[config.mk]
export PLATFORM = sky130hd
export DESIGN_NAME = n_outport_ctrl
export DESIGN_NICKNAME = d
export VERILOG_FILES = /design/src/rtl/n_outport_ctrl.sv
export SDC_FILE = /design/constraint.sdc
export NUM_CORES = 1
export LEC_CHECK = 0
export ABC_AREA = 1
export CAP_MARGIN = 20
export CORE_ASPECT_RATIO = 0.6
export CORE_MARGIN = 3
export CORE_UTILIZATION = 39
export CTS_CLUSTER_DIAMETER = 50
export DETAILED_ROUTE_END_ITERATION = 16
export HOLD_SLACK_MARGIN = 0.06
export MAX_ROUTING_LAYER = met4
export PLACE_DENSITY = 0.87
export SLEW_MARGIN = 5
export SYNTH_ARGS = -nofsm -noshare
export SYNTH_HDL_FRONTEND = slang
export SYNTH_SLANG_ARGS = --single-unit
[constraint.sdc]
create_clock -name clk -period 2.65 [get_ports clk]
set_input_delay 0.265 -clock clk [delete_from_list [all_inputs] [get_ports clk]]
set_output_delay 0.265 -clock clk [all_outputs]
set_load 0.05 [all_outputs]
[src/rtl/n_outport_ctrl.sv]
// rtl/n_outport_ctrl.sv - north output port controller: grant lock, credit flow control, flit register
//
// Purpose:
//   Takes the one-hot winner from the north round-robin arbiter and locks the
//   crossbar onto that source until the packet tail has been sent. Flits are
//   forwarded only while downstream credits remain. Each forwarded flit is
//   popped from its input queue in the same cycle and appears on the
//   registered output one cycle later.
//
// Ports:
//   clk, reset                     single clock, synchronous active-high reset
//   rrp_n_priority_{s,w,e,l}_i     one-hot arbiter winner
//   rrp_n_priority_to_cs_i         winner code (001 S, 010 W, 011 E, 100 L)
//   {s,w,e,l}_flit_i/_valid_i/_tail_i   head-of-queue flit per input
//   {s,w,e,l}_flit_pop_o           dequeue strobe (combinational)
//   n_credit_i                     one-cycle credit return from downstream
//   n_flit_o, n_flit_valid_o       registered north output flit
//   cs_sel_o                       locked crossbar select, 000 when idle
//   rr_register_change_order_o     pulse on tail send, rotates arbiter order
//   busy_o                         high while a packet holds the output

module n_outport_ctrl #(
  parameter int FLIT_W  = 32,
  parameter int CREDITS = 4
) (
  input  logic              clk,
  input  logic              reset,
  input  logic              rrp_n_priority_s_i,
  input  logic              rrp_n_priority_w_i,
  input  logic              rrp_n_priority_e_i,
  input  logic              rrp_n_priority_l_i,
  input  logic [2:0]        rrp_n_priority_to_cs_i,
  input  logic [FLIT_W-1:0] s_flit_i,
  input  logic [FLIT_W-1:0] w_flit_i,
  input  logic [FLIT_W-1:0] e_flit_i,
  input  logic [FLIT_W-1:0] l_flit_i,
  input  logic              s_flit_valid_i,
  input  logic              w_flit_valid_i,
  input  logic              e_flit_valid_i,
  input  logic              l_flit_valid_i,
  input  logic              s_flit_tail_i,
  input  logic              w_flit_tail_i,
  input  logic              e_flit_tail_i,
  input  logic              l_flit_tail_i,
  output logic              s_flit_pop_o,
  output logic              w_flit_pop_o,
  output logic              e_flit_pop_o,
  output logic              l_flit_pop_o,
  input  logic              n_credit_i,
  output logic [FLIT_W-1:0] n_flit_o,
  output logic              n_flit_valid_o,
  output logic [2:0]        cs_sel_o,
  output logic              rr_register_change_order_o,
  output logic              busy_o
);

  localparam int CW = $clog2(CREDITS + 1);
  localparam logic [CW-1:0] CREDIT_MAX = CW'(CREDITS);

  localparam logic [0:0] IDLE = 1'b0;
  localparam logic [0:0] XFER = 1'b1;

  localparam logic [2:0] SEL_NONE = 3'b000;
  localparam logic [2:0] SEL_S    = 3'b001;
  localparam logic [2:0] SEL_W    = 3'b010;
  localparam logic [2:0] SEL_E    = 3'b011;
  localparam logic [2:0] SEL_L    = 3'b100;

  logic [0:0]        state;
  logic [2:0]        cs_sel;
  logic [CW-1:0]     credit;
  logic [FLIT_W-1:0] flit_q;
  logic              flit_valid_q;

  logic [3:0]        winner;
  logic [2:0]        winner_code;
  logic              grant_ok;

  logic [FLIT_W-1:0] src_flit;
  logic              src_valid;
  logic              src_tail;
  logic              send;

  // Winner decode: the one-hot vector must name exactly one source and agree
  // with the arbiter's code; anything else is treated as no request.
  assign winner = {rrp_n_priority_l_i, rrp_n_priority_e_i,
                   rrp_n_priority_w_i, rrp_n_priority_s_i};

  always_comb begin
    winner_code = SEL_NONE;
    case (winner)
      4'b0001: winner_code = SEL_S;
      4'b0010: winner_code = SEL_W;
      4'b0100: winner_code = SEL_E;
      4'b1000: winner_code = SEL_L;
      default: winner_code = SEL_NONE;
    endcase
  end

  assign grant_ok = (winner_code != SEL_NONE) && (winner_code == rrp_n_priority_to_cs_i);

  // Locked-source mux; an unlocked select yields an empty source so that no
  // send can happen outside XFER.
  always_comb begin
    src_flit  = '0;
    src_valid = 1'b0;
    src_tail  = 1'b0;
    case (cs_sel)
      SEL_S: begin src_flit = s_flit_i; src_valid = s_flit_valid_i; src_tail = s_flit_tail_i; end
      SEL_W: begin src_flit = w_flit_i; src_valid = w_flit_valid_i; src_tail = w_flit_tail_i; end
      SEL_E: begin src_flit = e_flit_i; src_valid = e_flit_valid_i; src_tail = e_flit_tail_i; end
      SEL_L: begin src_flit = l_flit_i; src_valid = l_flit_valid_i; src_tail = l_flit_tail_i; end
      default: begin src_flit = '0; src_valid = 1'b0; src_tail = 1'b0; end
    endcase
  end

  // Reset gates the send so pops and the change-order pulse stay low while
  // a packet is being abandoned.
  assign send = (state == XFER) && src_valid && (credit != '0) && !reset;

  assign s_flit_pop_o = send && (cs_sel == SEL_S);
  assign w_flit_pop_o = send && (cs_sel == SEL_W);
  assign e_flit_pop_o = send && (cs_sel == SEL_E);
  assign l_flit_pop_o = send && (cs_sel == SEL_L);

  assign rr_register_change_order_o = send && src_tail;

  assign busy_o         = (state == XFER);
  assign cs_sel_o       = cs_sel;
  assign n_flit_o       = flit_q;
  assign n_flit_valid_o = flit_valid_q;

  // Grant FSM. The tail send drops back to IDLE; a new grant is only looked
  // at from IDLE, which leaves at least one idle cycle between packets.
  always_ff @(posedge clk) begin
    if (reset) begin
      state  <= IDLE;
      cs_sel <= SEL_NONE;
    end else begin
      case (state)
        IDLE: begin
          if (grant_ok) begin
            state  <= XFER;
            cs_sel <= rrp_n_priority_to_cs_i;
          end
        end
        XFER: begin
          if (send && src_tail) begin
            state  <= IDLE;
            cs_sel <= SEL_NONE;
          end
        end
        default: begin
          state  <= IDLE;
          cs_sel <= SEL_NONE;
        end
      endcase
    end
  end

  // Credit counter. A send already implies credit > 0, so send plus return
  // nets to zero even at the maximum; a lone return at the maximum is dropped.
  always_ff @(posedge clk) begin
    if (reset) begin
      credit <= CREDIT_MAX;
    end else if (send && n_credit_i) begin
      credit <= credit;
    end else if (send) begin
      credit <= credit - CW'(1);
    end else if (n_credit_i && (credit != CREDIT_MAX)) begin
      credit <= credit + CW'(1);
    end
  end

  // Output register: valid follows the send one cycle later; the flit data
  // holds its last value when nothing is sent.
  always_ff @(posedge clk) begin
    if (reset) begin
      flit_q       <= '0;
      flit_valid_q <= 1'b0;
    end else begin
      flit_valid_q <= send;
      if (send) begin
        flit_q <= src_flit;
      end
    end
  end

endmodule

# Word-level counts from Yosys, hierarchy flattened
# Index checks and enable logic that the tools add are counted.
op_classes:
  n_addsub: 2
  mul: 0
  div: 0
  magnitude_cmp: 0
  n_eq_ne: 12
  shifts: 0
  muxes: 12
  n_bitwise: 2
  reduce_logical: 17
op_table:
  columns: ["operator", "count"]
  rows:
  - ["$pmux W32 S4", 1]
  - ["$mux W3", 4]
  - ["$pmux W3 S4", 1]
  - ["$logic_and A1 B1 Y1", 11]
  - ["$pmux W1 S4", 2]
  - ["$eq A3 B2 Y1 const B", 2]
  - ["$pmux W3 S2", 1]
  - ["$reduce_bool A3 Y1", 2]
  - ["$eq A4 B1 Y1 const B", 1]
  - ["$eq A4 B2 Y1 const B", 1]
  - ["$eq A4 B3 Y1 const B", 1]
  - ["$eq A4 B4 Y1 const B", 1]
  - ["$ne A2 B2 Y1 const B", 2]
  - ["$reduce_and A2 Y1", 2]
  - ["$add A3 B1 Y3 const B", 1]
  - ["$eq A3 B1 Y1 const B", 1]
  - ["$eq A3 B3 Y1", 1]
  - ["$eq A3 B3 Y1 const B", 1]
  - ["$ne A3 B3 Y1 const B", 1]
  - ["$sub A3 B1 Y3 const B", 1]
  - ["$mux W1", 2]
  - ["$not A1 Y1", 2]
  - ["$pmux W1 S2", 1]
  - ["$reduce_bool A2 Y1", 1]
  - ["$logic_not A1 Y1", 1]
totals:
  register_bits: 40
  latch_bits: 0
  ram_bits: 0
  romBits: 0
  inputBits: 146
  out_inout_bits: 42
  elab_cells: 50
  memories: 0

# Depth between registers and ports, before layout
depth:
  word_depth: 8
  ltp_mapped: 18
  mapped_depth_nobuf: 16

# Worst setup path after synthesis
# No wires, ideal clock.
synth_timing:
  kind: "register to output"
  from: "register cs_sel[1] (netlist: cs_sel_o[1])"
  to: "output port e_flit_pop_o"
  arrival_ns: 2.097
  required_time_ns: 2.385
  setup_slack_ns: 0.288
  stages_incl_launch_ff: 9
  n_path_buf: 2
  cell_sequence: "dfxtp_1 -> buf_4 -> nand4_1 -> nand2_1 -> clkinv_1 -> nand2_4 -> nand2_4 -> buf_2 -> nor2_1"
synth_via:
  elab_chain_cells: 6
  word_cells_on_any_way: 9
  cone_classes: "4 x eq/ne; 1 x mux; 4 x reduce/logical"
synth_lines:
  columns: ["item", "line_no", "source"]
  rows:
  - ["from (decl)", "70", "logic [2:0] cs_sel;"]
  - ["from (signal assigned)", "144", "cs_sel <= rrp_n_priority_to_cs_i;"]
  - ["$eq A3 B3 Y1 (tied with other cells)", "108", "case (cs_sel)"]
  - ["$pmux W1 S4", "108", null]
  - ["$logic_and A1 B1 Y1 (3 in series)", "119", "assign send = (state == XFER) && src_valid && (credit != '0) && !reset;"]
  - ["$logic_and A1 B1 Y1 *", "123", "assign e_flit_pop_o = send && (cs_sel == SEL_E);"]
  - ["to (decl)", "47", "output logic e_flit_pop_o,"]
# Mark *: on every way between the ends. The rest lies on a longest branch, timed or not.

# Final worst setup path
layout_timing:
  from: "register cs_sel[1] (netlist: cs_sel_o[1])"
  to: "output port rr_register_change_order_o"
layout_via:
  elab_chain_cells: 6
  word_cells_on_any_way: 10
  cone_classes: "4 x eq/ne; 2 x mux; 4 x reduce/logical"
layout_lines:
  columns: ["item", "line_no", "source"]
  rows:
  - ["$eq A3 B3 Y1 (tied with other cells)", "108", null]
  - ["$pmux W1 S4", "108", null]
  - ["$logic_and A1 B1 Y1 (3 in series)", "119", null]
  - ["$logic_and A1 B1 Y1 *", "126", "assign rr_register_change_order_o = send && src_tail;"]
  - ["to (decl)", "53", "output logic rr_register_change_order_o,"]
# Marks and branches as above.

==> metrics.yaml <==
cp_slowest_cell: "dfxtp_1"
fmax_mhz: 447
cpLargestDelayFamily: "buffers and inverters"
cts_resized: 0
synth_edf_count: 0
yosysSeqAreaShare_pct: 28.8
finalCriticalPeriod_ns: 2.24
clockBufferDepth: 2
status: "completed"
clk_pin_slew_ns: 0.06
top_layer: "met4"
hold_path.class: "reg -> reg"
io_buffers: 187
yosys_most_used_dff: "dfxtp_1"
relSlewSlack_pct: 61.7
grt_pass1_vias: 3365
drt-total-wl_mm: 10.3
io_pins: 188
synth_cell_types: 25
grt_max_degree: 37
postCtsSetupBuffers: 0
leakage_nw: 2.12
cts_sinks: 40
rsz0062_at_grt: "false"
finalCritPeriodShare_pct: 84.4
nets: 774
vdd_drop_max_v: 0.000298
dpl.hpwl_mm: 8.00
grt_pass1_wl_mm: 15.8
setup_tns_ns: 0
synth_area_leaders: "dfxtp_1 29%, inv_1 15%, nand3_1 8.5%"
finalSetupViolCount: 0
fp.dieH_um: 71.4
synthArstFlopShare_pct: 0
crit_path_end_kind: "output pin"
drive_gt1_share_pct: 4.94
pwr-share-seq_pct: 36.2
synth_nets: 600
path_cells: "nand3_1 -> buf_4 -> o21ai_0 -> inv_1 -> nand3_1 -> nand2_1 -> inv_1 -> buf_4"
coreArea_um2: 6790
synth_area_per_cell_um2: 6.13
share_comb_of_total_power_pct: 21.7
maxCapViolations: 0
antenna_found_initial: 0
cp_max_fo: 34
timing.critical_path.slowest_cell_delay_ns: 0.60
cts_tree: "done"
power.share.clock_pct: 42.2
path_buf_inv: 4
drc: 0
initial_core_util_pct: 40.9
vias_per_cell: 5.04
stdcell_count: 715
tightest_slew_ns: 0.572
hold_viol: 0
yosys-top-cells-count: "111 x inv_1, 62 x nand2_1, 47 x nand3_1"
clockRootBuffer: "clkbuf_16"
overflow: 0
drtIter0Drc: 194
dr_wl_met3_mm: 1.07
post-synth-top-count-cell: "inv_1"
synth_seq_cells: 40
antenna_cells: 0
report.final.slew_viol_count: 0
critPathLaunchType: "flip-flop"
ctsHoldBuffers: 0
area_delta_synth_final_pct: 75.2
route.met2.wl_mm: 4.77
first_pass_iters: 5
finClkSkew_ns: 0.00691
row_count: 23
synth_top_cell_area_share_pct: 28.8
p_sw_share_pct: 21.7
drtAntennaViolNets: 0
worstSetupPathType: "reg -> out"
gp_congestion: 0.867
wl_per_cell_um: 14.4
pwr_density_cell_nw_per_um2: 351
insertion_delay_ns: 0.28
switchingPower_uw: 371
wl_met1_mm: 4.31
critPathArrivalTime_ns: 1.97
synth_area_um2: 2780
synth-warning-count: 0
cts.htree.levels: 2
critPathRequiredTime_ns: 2.38
intPower_mw: 1.34
placed_cells: 707
numCtsBuffers: 5
syn_inst: 453
grt_util_all_layers_pct: 24.6
die_x_um: 115
vias: 3602
die_area_um2: 8200
yosysTopAreaCell: "dfxtp_1"
layout make-up:
cell class	count	area (um^2)
inverters	116	439
flip-flops and latches	40	801
fillers	537	1930
multi-input cells	268	1360
well taps	87	109
repair buffers	196	1970
clock inverters	1	30.0
clock buffers	7	153
power by group through the flow:
stage	clock, mW	combinational, mW	sequential [mW]
after floorplan	0	0.119	0.634
after global placement	0	0.361	0.630
after detailed placement	0	0.368	0.631
after CTS	0.737	0.370	0.618
after global routing	0.768	0.402	0.619
final	0.721	0.370	0.618
kinds of logic (layout without fill, tap and decap cells):
kind of cell	Yosys count	in the layout	share of synthesized area, %
adder cells (fa/ha/maj)	1	1	0.450
flip-flops	40	40	28.8
AND/OR/NAND/NOR	125	125	20.7
buffers and inverters	145	320	22.2
AO/OA/AOI/OAI	142	142	27.8
layout by cell type, fill, tap and decap left out, drive strengths merged, types with 2 or more instances in the layout:
master	count
a31oi	2
o22ai	33
buf	15
a21oi	36
nor2	8
clkinv	2
clkdlybuf4s50	181
o21ai	70
dfxtp	40
nand4	5
nand3	47
nand2	64
inv	114
clkbuf	7
path summary, 6_finish.rpt:
path / slack, ns / from / cells past startpoint / end
setup / recovery: 0.41 / cs_sel_o[1]$_SDFFE_PP0P_ / 8 / rr_register_change_order_o
hold reg to reg: 0.46 / n_flit_o[29]$_SDFFE_PP0P_ / 2 / n_flit_o[29]$_SDFFE_PP0P_
hold / removal: 0.46 / n_flit_o[29]$_SDFFE_PP0P_ / 2 / n_flit_o[29]$_SDFFE_PP0P_
setup reg to reg: 0.65 / cs_sel_o[1]$_SDFFE_PP0P_ / 16 / credit[2]$_SDFFE_PP1P_
metal layers:
metal / GRT usage [%] / vias to the layer above
li1: - / 1809
met1: 30.6 / 1600
met2: 39.9 / 182
met3: 6.84 / 11
met4: 5.99 / 0
met5: - / -
registers in the layout, summed over array words and instances, names as in the netlist:
name            cells
n_flit_o           32
busy_o              1
cs_sel_o            3
n_flit_valid_o      1
credit              3
per-stage QoR:
| stage | hold slack, ns | instance area, um^2 | power [mW] | setup slack [ns] | utilization [%] |
|---|---|---|---|---|---|
| 3_3_place_gp | 0.452 | 4680 | 0.992 | 0.551 | 69.0 |
| 4_1_cts | 0.463 | 4870 | 1.72 | 0.409 | 71.6 |
| 3_5_place_dp | 0.455 | 4680 | 0.999 | 0.498 | 69.0 |
| 2_1_floorplan | 0.378 | 2780 | 0.753 | 0.288 | - |
| 6_report | 0.464 | 4870 | 1.71 | 0.413 | 71.6 |
| 5_1_grt | 0.482 | 4870 | 1.79 | 0.261 | 71.6 |
worst min-delay path, cell delays in order, from the launching register on:
cell and delay, ns:
dfxtp_1 0.31, nand2_1 0.06, a21oi_1 0.05
No activity file was read; power rests on OpenSTA's default activity.
